`config.mk`:
```
export PLATFORM = sky130hd
export DESIGN_NAME = jpeg_rom_fetch
export DESIGN_NICKNAME = d
export VERILOG_FILES = /design/src/rtl/jpeg_rom_fetch.sv
export SDC_FILE = /design/constraint.sdc
export NUM_CORES = 1
export LEC_CHECK = 0
export ABC_AREA = 1
export CAP_MARGIN = 20
export CORE_UTILIZATION = 40
export CTS_BUF_LIST = sky130_fd_sc_hd__clkbuf_4 sky130_fd_sc_hd__clkbuf_8 sky130_fd_sc_hd__clkbuf_16
export CTS_CLUSTER_SIZE = 12
export DETAILED_ROUTE_END_ITERATION = 10
export PLACE_DENSITY_LB_ADDON = 0.25
export SKIP_CTS_REPAIR_TIMING = 1
export SYNTH_ARGS = -nofsm -noshare
export SYNTH_HDL_FRONTEND = slang
export SYNTH_SLANG_ARGS = --single-unit
```
`constraint.sdc`:
```
create_clock -name clk -period 3.9 [get_ports clk]
set_input_delay 1.17 -clock clk [delete_from_list [all_inputs] [get_ports clk]]
set_output_delay 1.17 -clock clk [all_outputs]
set_load 0.005 [all_outputs]
```
`src/rtl/jpeg_rom_fetch.sv`:
```
// jpeg_rom_fetch: walks a JPEG byte stream in ROM, unstuffs FF00, skips fill bytes, flags markers; ports: clk/rst, start+start_addr, rom_addr/rom_rd_en/rom_data, byte_out/byte_valid/marker_valid/byte_ready, busy/done/err
module jpeg_rom_fetch #(
  parameter int ADDR_WIDTH = 16
) (
  input  logic                  clk,
  input  logic                  rst,
  input  logic                  start,
  input  logic [ADDR_WIDTH-1:0] start_addr,
  input  logic [7:0]            rom_data,
  input  logic                  byte_ready,
  output logic [ADDR_WIDTH-1:0] rom_addr,
  output logic                  rom_rd_en,
  output logic [7:0]            byte_out,
  output logic                  byte_valid,
  output logic                  marker_valid,
  output logic                  busy,
  output logic                  done,
  output logic                  err
);
  typedef enum logic [2:0] {S_IDLE, S_FETCH, S_FF_SEEN, S_HOLD, S_DONE} state_t;
  state_t                r_state;
  logic [ADDR_WIDTH-1:0] r_addr;
  logic [7:0]            r_byte;
  logic                  r_bv, r_mv, r_err, r_last;
  logic                  w_max, w_ff, w_sample;
  assign w_max     = &r_addr;
  assign w_ff      = rom_data == 8'hFF;
  assign w_sample  = r_state == S_FETCH || r_state == S_FF_SEEN;
  assign rom_addr     = r_addr;
  assign rom_rd_en    = w_sample;
  assign byte_out     = r_byte;
  assign byte_valid   = r_bv;
  assign marker_valid = r_mv;
  assign busy         = r_state != S_IDLE;
  assign done         = r_state == S_DONE;
  assign err          = r_err;
  always_ff @(posedge clk) begin
    if (rst) begin
      r_state <= S_IDLE;
      r_addr  <= '0;
      r_byte  <= '0;
      r_bv    <= 1'b0;
      r_mv    <= 1'b0;
      r_err   <= 1'b0;
      r_last  <= 1'b0;
    end else begin
      case (r_state)
        S_IDLE: if (start) begin
          r_addr  <= start_addr;
          r_err   <= 1'b0;
          r_state <= S_FETCH;
        end
        S_FETCH, S_FF_SEEN: begin
          // saturate at the top of ROM; r_last remembers that this sample was the final address
          r_addr <= w_max ? r_addr : r_addr + 1'b1;
          r_last <= w_max;
          if (w_ff) begin
            // an FF with nothing after it is a truncated marker
            r_err   <= r_err | w_max;
            r_state <= w_max ? S_DONE : S_FF_SEEN;
          end else if (r_state == S_FETCH || rom_data == 8'h00) begin
            r_byte  <= r_state == S_FETCH ? rom_data : 8'hFF;
            r_bv    <= 1'b1;
            r_state <= S_HOLD;
          end else begin
            r_byte  <= rom_data;
            r_mv    <= 1'b1;
            r_state <= S_HOLD;
          end
        end
        S_HOLD: if (byte_ready) begin
          r_bv    <= 1'b0;
          r_mv    <= 1'b0;
          r_state <= (r_mv && r_byte == 8'hD9) || r_last ? S_DONE : S_FETCH;
        end
        default: r_state <= S_IDLE;
      endcase
    end
  end
endmodule

```
# Word level (Yosys, flattened, before mapping)
# Index checks and enable logic that the tools add are counted.
classes:
  n_addsub: 1
  n_mul: 0
  n_div: 0
  order_cmp: 0
  n_eq_ne: 13
  shifts: 0
  n_mux: 21
  bitwise: 2
  n_reduce_logical: 17
op_table:
  columns: ["cell", "n"]
  rows:
  - ["$mux 16", 2]
  - ["$pmux 16 s2", 1]
  - ["$add 16x1->16 const B", 1]
  - ["$eq 8x8->1 const B", 2]
  - ["$mux 8", 2]
  - ["$reduce_and 16->1", 1]
  - ["$mux 3", 5]
  - ["$ne 2x2->1 const B", 7]
  - ["$pmux 3 s3", 1]
  - ["$logic_not 8->1", 1]
  - ["$reduce_and 4->1", 2]
  - ["$mux 1", 7]
  - ["$eq 3x2->1 const B", 2]
  - ["$pmux 1 s2", 3]
  - ["$reduce_and 3->1", 2]
  - ["$reduce_and 2->1", 2]
  - ["$reduce_bool 2->1", 2]
  - ["$eq 3x1->1 const B", 1]
  - ["$eq 3x3->1 const B", 1]
  - ["$logic_not 3->1", 1]
  - ["$logic_or 1x1->1", 3]
  - ["$reduce_bool 3->1", 1]
  - ["$reduce_or 2->1", 1]
  - ["$logic_and 1x1->1", 1]
  - ["other kinds (2)", 2]
totals:
  register_bits: 31
  latchBits: 0
  mem_bits_rw: 0
  mem_bits_ro: 0
  in_bits: 28
  out_inout_bits: 30
  elab_cells: 61
  n_memories: 0

# Logic depth before layout (Yosys ltp)
# Gate-level depths: netlist of run 1.
logic_depth:
  ltp_word: 6
  ltp_mapped: 10
  mapped_depth_nobuf: 10

# Least setup slack after synthesis of run 1
# No wires, ideal clock.
synth_path:
  path_kind: "in2reg"
  start: "in rom_data[0]"
  end: "reg r_byte[3] (netlist: byte_out[3])"
  setup_time_ps: 126
  arrival_ps: 2012
  slack_ps: 1762
  path_stages: 8
  path_buffers: 1
  path_cell_list: "inv_1 -> nor3_1 -> nand2_1 -> nand2_1 -> inv_1 -> buf_2 -> o21ai_0 -> a31oi_1"
synth_via:
  elab_chain_cells: 3
synth_rtl:
  columns: ["element", "line", "rtl"]
  rows:
  - ["from (decl)", "9", "input logic [7:0] rom_data,"]
  - ["$eq 8x8->1 or $logic_not 8->1 (tied branches)", "27, 61", null]
  - ["$not 1->1 (no source line) or $logic_or 1x1->1 (tied branches)", null, null]
  - ["$reduce_and 2->1 (no source line) or $mux 8 (tied branches)", null, null]
  - ["to (signal assigned)", "62", "r_byte <= r_state == S_FETCH ? rom_data : 8'hFF;"]
  - ["to (signal assigned)", "66", "r_byte <= rom_data;"]
  - ["to (decl)", "23", "logic [7:0] r_byte;"]
# Parallel ways exist; a longest one is shown, timed or not.
# A chain may end at the register's enable or synchronous reset.

# Final worst setup path of run 1
layout_path:
  start: "reg r_state[1]"
  end: "out rom_rd_en"
layout_via:
  elab_chain_cells: 2
layout_rtl:
  columns: ["element", "line", "rtl"]
  rows:
  - ["from (decl)", "21", "state_t r_state;"]
  - ["from (signal assigned)", "60", "r_state <= w_max ? S_DONE : S_FF_SEEN;"]
  - ["from (signal assigned)", "74", "r_state <= (r_mv && r_byte == 8'hD9) || r_last ? S_DONE : S_FETCH;"]
  - ["$eq 3x1->1 or $eq 3x2->1 (tied branches)", "28", "assign w_sample = r_state == S_FETCH || r_state == S_FF_SEEN;"]
  - ["$logic_or 1x1->1 *", "28", null]
  - ["to (decl)", "12", "output logic rom_rd_en,"]
# Mark *: on every way between the ends. The rest lies on a longest branch, timed or not.

==> metrics.md, run 1 <==
| Metric | Value |
|---|---|
| Final Util | `58.42%` |
| Port Buf Inserts | `57` |
| Library cells used by synthesis | `29` |
| Iteration count of the initial detailed-routing pass | `6` |
| Hold Crit Start | `byte_valid$_SDFFE_PP0P_` |
| Syn Area/Cell | `6.319 µm²` |
| Core Area | `4444 µm²` |
| First-pass GRT wire length | `8500 µm` |
| Hold Path Class | `flip-flop to flip-flop` |
| Top-area cell type share of the netlist area | `32.74%` |
| Slew @ Worst Pin | `0.5334 ns` |
| Peak supply drop | `0.3119 mV` |
| Reg clk slew, reported paths | `0.07 ns` |
| Post-synthesis mux area share | `0%` |
| GRT Overall Usage | `20.91%` |
| Chip width | `70.84 µm` |
| Placement Setup Slack | `1.115 ns` |
| RSZ-0062 raised after global routing | `false` |
| Slew margin rel. | `64.40%` |
| CP startpoint kind | `flip-flop` |
| Synth Area in Compound Gates | `17.23%` |
| CTS Root Cell | `clkbuf_8` |
| Placed cell area | `2479 µm²` |
| Yosys top cell by area | `dfxtp_1` |
| Top FF cell, synth | `dfxtp_1` |
| Final hold slack | `0.4524 ns` |
| Syn_nets | `329` |
| ANT cells | `0` |
| Routed length per instance | `12.09 µm` |
| Grt ovf | `0` |
| Ys async rst share | `0%` |
| Final Setup Violations | `0` |
| Clock tree buffer depth | `2` |
| Placed cell count | `401` |
| Crit path from | `r_state[1]$_SDFFE_PP0P_` |
| Detail Placement HPWL | `3548 µm` |
| Area contributors post-synth | `dfxtp_1 (33%), nand2_1 (18%), nor2_1 (8.1%)` |
| H-tree depth reported by CTS | `2` |
| Layout cells sized above 1 | `6.723%` |
| Leak | `1.124 nW` |
| CTS sink cnt | `31` |
| Max-Cap Viols | `0` |
| Main combinational cell family by area after synthesis | `simple AND/OR/NAND/NOR gates` |
| Adder-cell share of the synthesized area | `0.6601%` |
| Number of synthesized flops with an enable pin | `0` |
| Initial core utilization | `42.65%` |
| Final instance area | `2596 µm²` |
| Finished Layout Cells | `409` |
| Setup TNS | `0 ns` |
| Final wirelength | `4943 µm` |
| Yosys warning count | `0` |
| Initial DRC count | `118` |
| Crit Path Class | `flip-flop to output pin` |
| FP Rows | `24` |
| Remaining antenna violation count | `0` |
| Final Skew | `0.005166 ns` |
| CP Capture Type | `output pin` |
| Mapped cell area | `1896 µm²` |
| Total power | `1.550 mW` |
| Max Slew Vio Count | `0` |
| Post-synth top cells | `nand2_1 (89), nor2_1 (41), inv_1 (32), dfxtp_1 (31), o21ai_0 (21)` |
| Register-to-register setup slack | `1.89 ns` |
| Seq/Total Area, Yosys | `32.74%` |
| Yosys reg bits | `31` |
| Final count of hold timing violations | `0` |
| Minimum clock period | `2.924 ns` |
| CTS tree | `yes` |
| Net count, final | `385` |
| Synth Area in XOR/XNOR | `0.4620%` |
| Antenna violations before repair | `0` |
| Top-count cell post-synth | `nand2_1` |
| Setup ws final | `0.9764 ns` |
| Later-pin clock latency in the skew report | `0.28 ns` |
| DIE AREA | `5018 µm²` |
| Placer Congestion | `0.7903` |
| Simple-Gate Fraction of Synth Area | `39.01%` |
| DRC Markers | `0` |
| Critical Path AT | `1.75 ns` |
| Area grow syn2layout | `36.96%` |
| Crit path required time | `2.73 ns` |
| CTS Buf Count | `5` |
| Power Density | `597.0 nW/µm²` |
| Largest net degree at the start of global routing | `27` |
| Status | `finished clean` |
| Vias per cell | `5.156` |
| Max Fanout on Critical Path | `26` |
| Synth Instances | `300` |
| Vias in the first global route | `1936` |
| Final period util | `74.96%` |
| IO Count | `58` |
| Max Freq | `0.3420 GHz` |
| Launch point of the worst reg-to-reg path | `r_state[2]$_SDFFE_PP0P_` |
| Die Span Y | `70.84 µm` |
| Via count | `2109` |
==> flip-flops by register name, summed over array words and instances, names as in the netlist <==
register	count
r_state	3
byte_valid	1
r_last	1
rom_addr	16
byte_out	8
err	1
marker_valid	1
==> cells in the final DEF, fill, tap and decap left out <==
cell type        count
a21o_1               2
a21oi_1             16
a21oi_2              1
a31oi_1              9
buf_4                1
bufinv_16            1
clkbuf_8             6
clkdlybuf4s50_1     57
clkinv_2             1
dfxtp_1             31
ha_1                 1
inv_1               32
inv_2                2
nand2_1             89
nand3_1             17
nand3_2              1
nand4_1              7
nand4_4              1
nor2_1              41
nor2_2               2
nor2_4               4
nor3_1               3
o21a_1               1
o21ai_0             21
o21ai_1              1
o21bai_1             2
o21bai_4             1
o31ai_1              2
or2_2                3
xnor2_1              1
==> routing by layer <==
metal / track usage (%) / share of wire (%) / up-vias / wire [µm]
met4: 6.667 / 1.3 / 0 / 63
met2: 33.12 / 45 / 66 / 2216
met5: 0 / 0 / - / 0
met3: 3.419 / 5.5 / 5 / 273
met1: 29.11 / 48 / 958 / 2390
li1: - / - / 1080 / -
==> worst max-delay path, stage by stage (launching register included) <==
cell	delay, ns
dfxtp_1	0.34
nand2_1	0.10
nand2_1	0.10
nor2_4	0.08
buf_4	0.28
clkdlybuf4s50_1	0.56
==> cell type report <==
type,instances,area [µm²]
Clock buffer,6,82.58
Inverter,34,127.6
Sequential cell,31,620.6
Multi-Input combinational cell,226,1087
Clock inverter,2,35.03
Timing Repair Buffer,58,578.1
Tap cell,52,65.06
Fill cell,449,1848
==> cells by family (layout without fill, tap and decap cells) <==
group	Yosys count	in the layout
simple gates	168	168
buf+inv	43	100
xor+xnor	1	1
flops	31	31
fa+ha+maj	1	1
compound gates	56	56
==> worst paths after layout <==
check,to,cells after the start
max,rom_rd_en,5
min,byte_valid$_SDFFE_PP0P_,2
max reg2reg,rom_addr[15]$_SDFFE_PP0P_,9
min reg2reg,byte_valid$_SDFFE_PP0P_,2
==> power by group <==
part           leakage, nW  internal (mW)  switching, mW
Combinational        0.807          0.341          0.357
Sequential           0.256          0.412          0.110
Clock               0.0612          0.207          0.125
Total                 1.12          0.959          0.591
(Power assumes the default switching activity.)
==> run 2: changes to the inputs <==
- clock period: 3.9 -> 2.9 ns (I/O delays scaled with it)
==> run 2 against run 1 <==
- the run now ends with DRC left
- utilization shrank 0.51 points
- final area is 0.87% lower
- die area is the same
- worst hold slack improved by 0.00080 ns
- clock skew is 0.0010 ns higher
- register-to-register slack got worse by 0.87 ns
- largest cell class unchanged
- non-clock buffer count increased by 1
- clock power up 6.0%
==> metrics.md, run 2 (synthesis gave the netlist of run 1 again) <==
| Metric | Value |
|---|---|
| Status | `complete, but fails checks (was finished clean)` |
| Failing checks | `DRC` |
| CTS Root Cell | `clkbuf_8 (unchanged)` |
| Slew @ Worst Pin | `0.5479 ns (was 0.5334 ns)` |
| Total power | `1.999 mW (was 1.550 mW)` |
| CTS tree | `yes (unchanged)` |
| Final period util | `83.25%` |
| Largest net degree at the start of global routing | `25 (was 27)` |
| Via count | `2108 (was 2109)` |
| Max-Cap Viols | `0 (unchanged)` |
| Placed cell count | `402 (was 401)` |
| GRT Overall Usage | `21.60% (was 20.91%)` |
| Multi-input gate area in the final layout | `1087 µm² (unchanged)` |
| CP Capture Type | `output pin (unchanged)` |
| Reg2Reg Depth | `7 (was 9)` |
| Clock tree buffer depth | `2 (unchanged)` |
| Reg clk slew, reported paths | `0.07 ns (about the same)` |
| Minimum clock period | `2.414 ns` |
| Final Util | `57.91% (was 58.42%)` |
| Die Span Y | `70.84 µm (unchanged)` |
| Detail Placement HPWL | `3582 µm (was 3548 µm)` |
| ANT cells | `0 (unchanged)` |
| Later-pin clock latency in the skew report | `0.28 ns (about the same)` |
| CP startpoint kind | `flip-flop (unchanged)` |
| Max reg flops | `16 (unchanged)` |
| Register-to-register setup slack | `1.02 ns (was 1.89 ns)` |
| Max Freq | `0.4142 GHz` |
| H-tree depth reported by CTS | `2 (unchanged)` |
| Crit Path Class | `flip-flop to output pin (unchanged)` |
| DRC Markers | `6 (was 0)` |
| IO Count | `58 (unchanged)` |
| Final wirelength | `5118 µm (was 4943 µm)` |
| Initial core utilization | `42.65% (unchanged)` |
| Chip width | `70.84 µm (unchanged)` |
| Net count, final | `386 (was 385)` |
| Hold Crit Depth | `2 (unchanged)` |
| Hold-critical path endpoint | `byte_valid$_SDFFE_PP0P_ (unchanged)` |
| First-pass GRT wire length | `8680 µm (was 8500 µm)` |
| Critical Path AT | `1.54 ns (was 1.75 ns)` |
| CTS Buf Count | `5 (unchanged)` |
| Final count of hold timing violations | `0 (unchanged)` |
| Grt ovf | `0 (unchanged)` |
| Crit path required time | `2.03 ns (was 2.73 ns)` |
| Slew margin rel. | `63.43% (was 64.40%)` |
| Register Area | `620.6 µm² (unchanged)` |
| Placer Congestion | `0.8429 (was 0.7903)` |
| Power Density | `776.7 nW/µm² (was 597.0 nW/µm²)` |
| Vias per cell | `5.154 (was 5.156)` |
| Placement Setup Slack | `0.4446 ns (was 1.115 ns)` |
| Port Buf Inserts | `57 (unchanged)` |
| FILL cells | `438 (was 449)` |
| Antenna violations before repair | `0 (unchanged)` |
| FP Rows | `24 (unchanged)` |
| Leak | `1.115 nW (was 1.124 nW)` |
| Finished Layout Cells | `409 (unchanged)` |
| Core Area | `4444 µm² (unchanged)` |
| Hold Path Class | `flip-flop to flip-flop (unchanged)` |
| Area grow syn2layout | `35.78% (was 36.96%)` |
| Placed cell area | `2486 µm² (was 2479 µm²)` |
| Commonest non-fill, non-tap cell in the layout | `nand2_1 (unchanged)` |
| Remaining antenna violation count | `0 (unchanged)` |
| Final Setup Violations | `0 (unchanged)` |
| Final Skew | `0.006177 ns (was 0.005166 ns)` |
| Vias in the first global route | `1913 (was 1936)` |
| Iteration count of the initial detailed-routing pass | `7 (was 6)` |
| Max Fanout on Critical Path | `3 (was 26)` |
| DIE AREA | `5018 µm² (unchanged)` |
| Setup TNS | `0 ns (unchanged)` |
| Final hold slack | `0.4532 ns (was 0.4524 ns)` |
| RSZ-0062 raised after global routing | `false (unchanged)` |
| Reg2Reg Capture Point | `rom_addr[3]$_SDFFE_PP0P_ (was rom_addr[15]$_SDFFE_PP0P_)` |
| Launch point of the worst reg-to-reg path | `rom_addr[0]$_SDFFE_PP0P_ (was r_state[2]$_SDFFE_PP0P_)` |
| Routed length per instance | `12.51 µm (was 12.09 µm)` |
| Layout cells sized above 1 | `6.723% (unchanged)` |
| Hold Crit Start | `byte_valid$_SDFFE_PP0P_ (unchanged)` |
| Initial DRC count | `109 (was 118)` |
| Setup ws final | `0.4858 ns (was 0.9764 ns)` |
| CTS sink cnt | `31 (unchanged)` |
| Final instance area | `2574 µm² (was 2596 µm²)` |
| Max Slew Vio Count | `0 (unchanged)` |
| Commonest non-fill, non-tap cells in the layout | `nand2_1 (89), clkdlybuf4s50_1 (57), nor2_1 (41) (unchanged)` |
| Peak supply drop | `0.5552 mV (was 0.3119 mV)` |
run 2: cell types whose count changed in the layout (fill, tap and decap cells not counted), sizes merged:
| cell | change |
|---|---|
| buf | +1 |
| bufinv | -1 |
run 2: how the worst max path moves through the flow:
stage,from,to,cells after the start
after floorplan,rom_data[0],byte_out[3]$_SDFFE_PP0P_,8
after global placement,rom_data[0],byte_out[3]$_SDFFE_PP0P_,8
after detailed placement,rom_data[0],byte_out[4]$_SDFFE_PP0P_,8
after CTS,r_state[0]$_SDFFE_PP0P_,busy,5
after global routing,r_state[0]$_SDFFE_PP0P_,busy,5
final,r_state[0]$_SDFFE_PP0P_,busy,5
run 2: report_power, final:
| group | leakage, nW | internal [mW] | switching, mW |
|---|---|---|---|
| Combinational | 0.812 | 0.459 | 0.489 |
| Sequential | 0.256 | 0.553 | 0.146 |
| Clock | 0.0470 | 0.186 | 0.165 |
| Total | 1.11 | 1.20 | 0.800 |
run 2: worst max-delay path, stage by stage (launching register included):
cell and delay [ns]:
dfxtp_1 0.34, nor2_4 0.17, inv_2 0.05, nor2_1 0.13, inv_1 0.10, clkdlybuf4s50_1 0.47
run 2: per-layer routing:
metal,GRT usage [%],up-vias,part of all wire (%)
li1,-,1086,-
met1,31.84,950,50
met2,31.20,66,43
met3,4.843,6,5.8
met4,6.667,0,1.1
met5,0,-,0
run 2: cell type report:
class	count	share of cell area, %
clock inverter	1	0.1945
sequential	31	24.11
tap	52	2.528
multi-input combinational	226	42.25
inverter	34	4.959
clock buffer	6	3.209
timing repair buffer	59	22.75
==> run 3: changes to the inputs <==
- clock period: 2.9 -> 2.3 ns (I/O delays scaled with it)
==> run 3 against run 2 <==
- power up 28%
- clock power is 28% higher
- first-iteration DRC count rose by 47%
- count of clock-buffer cells in the layout is the same
- clock skew down 0.0022 ns
- sequential share of layout area decreased by 0.16 points
- the run now ends clean
==> metrics.md, run 3 (synthesis gave the netlist of run 1 again) <==
| Metric | Value |
|---|---|
| Status | `finished clean (was complete, but fails checks)` |
| GRT Overall Usage | `22.01% (was 21.60%)` |
| Iteration count of the initial detailed-routing pass | `6 (was 7)` |
| Max Fanout on Critical Path | `6 (was 3)` |
| CTS Root Cell | `clkbuf_8 (unchanged)` |
| WP depth | `4 (was 5)` |
| Minimum clock period | `2.191 ns` |
| Hold Crit Depth | `2 (unchanged)` |
| Final Setup Violations | `0 (unchanged)` |
| Chip width | `70.84 µm (unchanged)` |
| Via count | `2107 (was 2108)` |
| Family with the most delay on the worst path | `buffers and inverters (unchanged)` |
| Grt ovf | `0 (unchanged)` |
| DRC Markers | `0 (was 6)` |
| FP Rows | `24 (unchanged)` |
| Placer Congestion | `0.8316 (was 0.8429)` |
| CTS Buf Count | `5 (unchanged)` |
| CP Buf/Inv Count | `2 (was 3)` |
| ANT cells | `0 (unchanged)` |
| Routed length per instance | `12.62 µm (was 12.51 µm)` |
| Final Util | `58.31% (was 57.91%)` |
| Clock tree buffer depth | `2 (unchanged)` |
| CP Capture Type | `output pin (unchanged)` |
| RSZ-0062 raised after global routing | `false (unchanged)` |
| DIE AREA | `5018 µm² (unchanged)` |
| Max-Cap Viols | `0 (unchanged)` |
| Critical Path Max Stage Delay | `0.52 ns (was 0.47 ns)` |
| Placement Setup Slack | `-0.002655 ns (was 0.4446 ns)` |
| CP startpoint kind | `flip-flop (unchanged)` |
| Max Freq | `0.4564 GHz` |
| Crit-path cells | `inv_1 > nand2_1 > nor2_4 > clkdlybuf4s50_1 (was nor2_4 > inv_2 > nor2_1 > inv_1 > clkdlybuf4s50_1)` |
| FILL cells | `433 (was 438)` |
| Crit Path Class | `flip-flop to output pin (unchanged)` |
| CTS tree | `yes (unchanged)` |
| Later-pin clock latency in the skew report | `0.29 ns (was 0.28 ns)` |
| H-tree depth reported by CTS | `2 (unchanged)` |
| Power Density | `985.0 nW/µm² (was 776.7 nW/µm²)` |
| Reg2Reg Depth | `9 (was 7)` |
| Layout cells sized above 1 | `7.521% (was 6.723%)` |
| Slew margin rel. | `72.49% (was 63.43%)` |
| Commonest non-fill, non-tap cell in the layout | `nand2_1 (unchanged)` |
| Peak supply drop | `0.5157 mV (was 0.5552 mV)` |
| Net count, final | `388 (was 386)` |
| Placed cell count | `404 (was 402)` |
| Vias per cell | `5.127 (was 5.154)` |
| Final Skew | `0.004009 ns (was 0.006177 ns)` |
| Antenna violations before repair | `0 (unchanged)` |
| Final count of hold timing violations | `0 (unchanged)` |
| First-pass GRT wire length | `8756 µm (was 8680 µm)` |
| Final wirelength | `5185 µm (was 5118 µm)` |
| Detail Placement HPWL | `3634 µm (was 3582 µm)` |
| Crit path max-delay cell type | `clkdlybuf4s50_1 (unchanged)` |
| Leak | `1.125 nW (was 1.115 nW)` |
| IO Count | `58 (unchanged)` |
| Crit path required time | `1.61 ns (was 2.03 ns)` |
| Core Area | `4444 µm² (unchanged)` |
| CTS sink cnt | `31 (unchanged)` |
| Initial core utilization | `42.65% (unchanged)` |
| Finished Layout Cells | `411 (was 409)` |
| Area grow syn2layout | `36.70% (was 35.78%)` |
| Remaining antenna violation count | `0 (unchanged)` |
| Max Slew Vio Count | `0 (unchanged)` |
| Slew @ Worst Pin | `0.4115 ns (was 0.5479 ns)` |
| Final period util | `95.26%` |
| Die Span Y | `70.84 µm (unchanged)` |
| Hold Path Class | `flip-flop to flip-flop (unchanged)` |
| Critical Path AT | `1.50 ns (was 1.54 ns)` |
| Total power | `2.552 mW (was 1.999 mW)` |
| Vias in the first global route | `1865 (was 1913)` |
| Port Buf Inserts | `57 (unchanged)` |
| Setup TNS | `0 ns (unchanged)` |
| Max reg flops | `16 (unchanged)` |
| Initial DRC count | `160 (was 109)` |
| Largest net degree at the start of global routing | `26 (was 25)` |
| Setup ws final | `0.1089 ns (was 0.4858 ns)` |
| Commonest non-fill, non-tap cells in the layout | `nand2_1 (89), clkdlybuf4s50_1 (57), nor2_1 (40) (was nand2_1 (89), clkdlybuf4s50_1 (57), nor2_1 (41))` |
| Reg clk slew, reported paths | `0.06 ns (was 0.07 ns)` |
run 3: cell count changes in the layout (fill, tap and decap cells not counted), sizes merged:
cell | before | now
buf | 2 | 4
run 3: metal layers:
metal | vias up | wire [µm] | GRT usage (%)
met3 | 7 | 303 | 3.704
met4 | 0 | 74 | 10.89
li1 | 1085 | - | -
met5 | - | 0 | 0
met1 | 941 | 2550 | 31.61
met2 | 74 | 2257 | 31.73
run 3: per-stage QoR:
stage,cell area [µm²],hold slack [ns]
2_1_floorplan,1896,0.4436
4_1_cts,2589,0.4614
3_5_place_dp,2501,0.4515
3_3_place_gp,2501,0.4431
6_report,2591,0.4565
5_1_grt,2591,0.4801
run 3: layout make-up:
cell class / count / area [µm²] / area share (%)
Clock buffer: 6 / 82.58 / 3.187
Clock inverter: 1 / 5.005 / 0.1931
Inverter: 34 / 127.6 / 4.925
Multi-Input combinational cell: 226 / 1090 / 42.06
Sequential cell: 31 / 620.6 / 23.95
Tap cell: 52 / 65.06 / 2.511
Timing Repair Buffer: 61 / 600.6 / 23.18
run 3: worst register-to-register path, delay by kind of cell (launching register included):
kind	cells	cell delay (ns)
flops	1	0.42
simple gates	5	0.71
buf+inv	3	0.48
compound gates	1	0.18
run 3: where the power goes:
part / internal (mW) / switching, mW
clock network: 0.235 / 0.216
registers: 0.698 / 0.189
logic: 0.591 / 0.624
total: 1.52 / 1.03
run 3: worst paths after layout:
path	start	end	slack (ns)
max	r_state[2]$_SDFFE_PP0P_	rom_rd_en	0.11
min	byte_valid$_SDFFE_PP0P_	byte_valid$_SDFFE_PP0P_	0.46
max reg2reg	r_state[2]$_SDFFE_PP0P_	rom_addr[7]$_SDFFE_PP0P_	0.42
min reg2reg	byte_valid$_SDFFE_PP0P_	byte_valid$_SDFFE_PP0P_	0.46
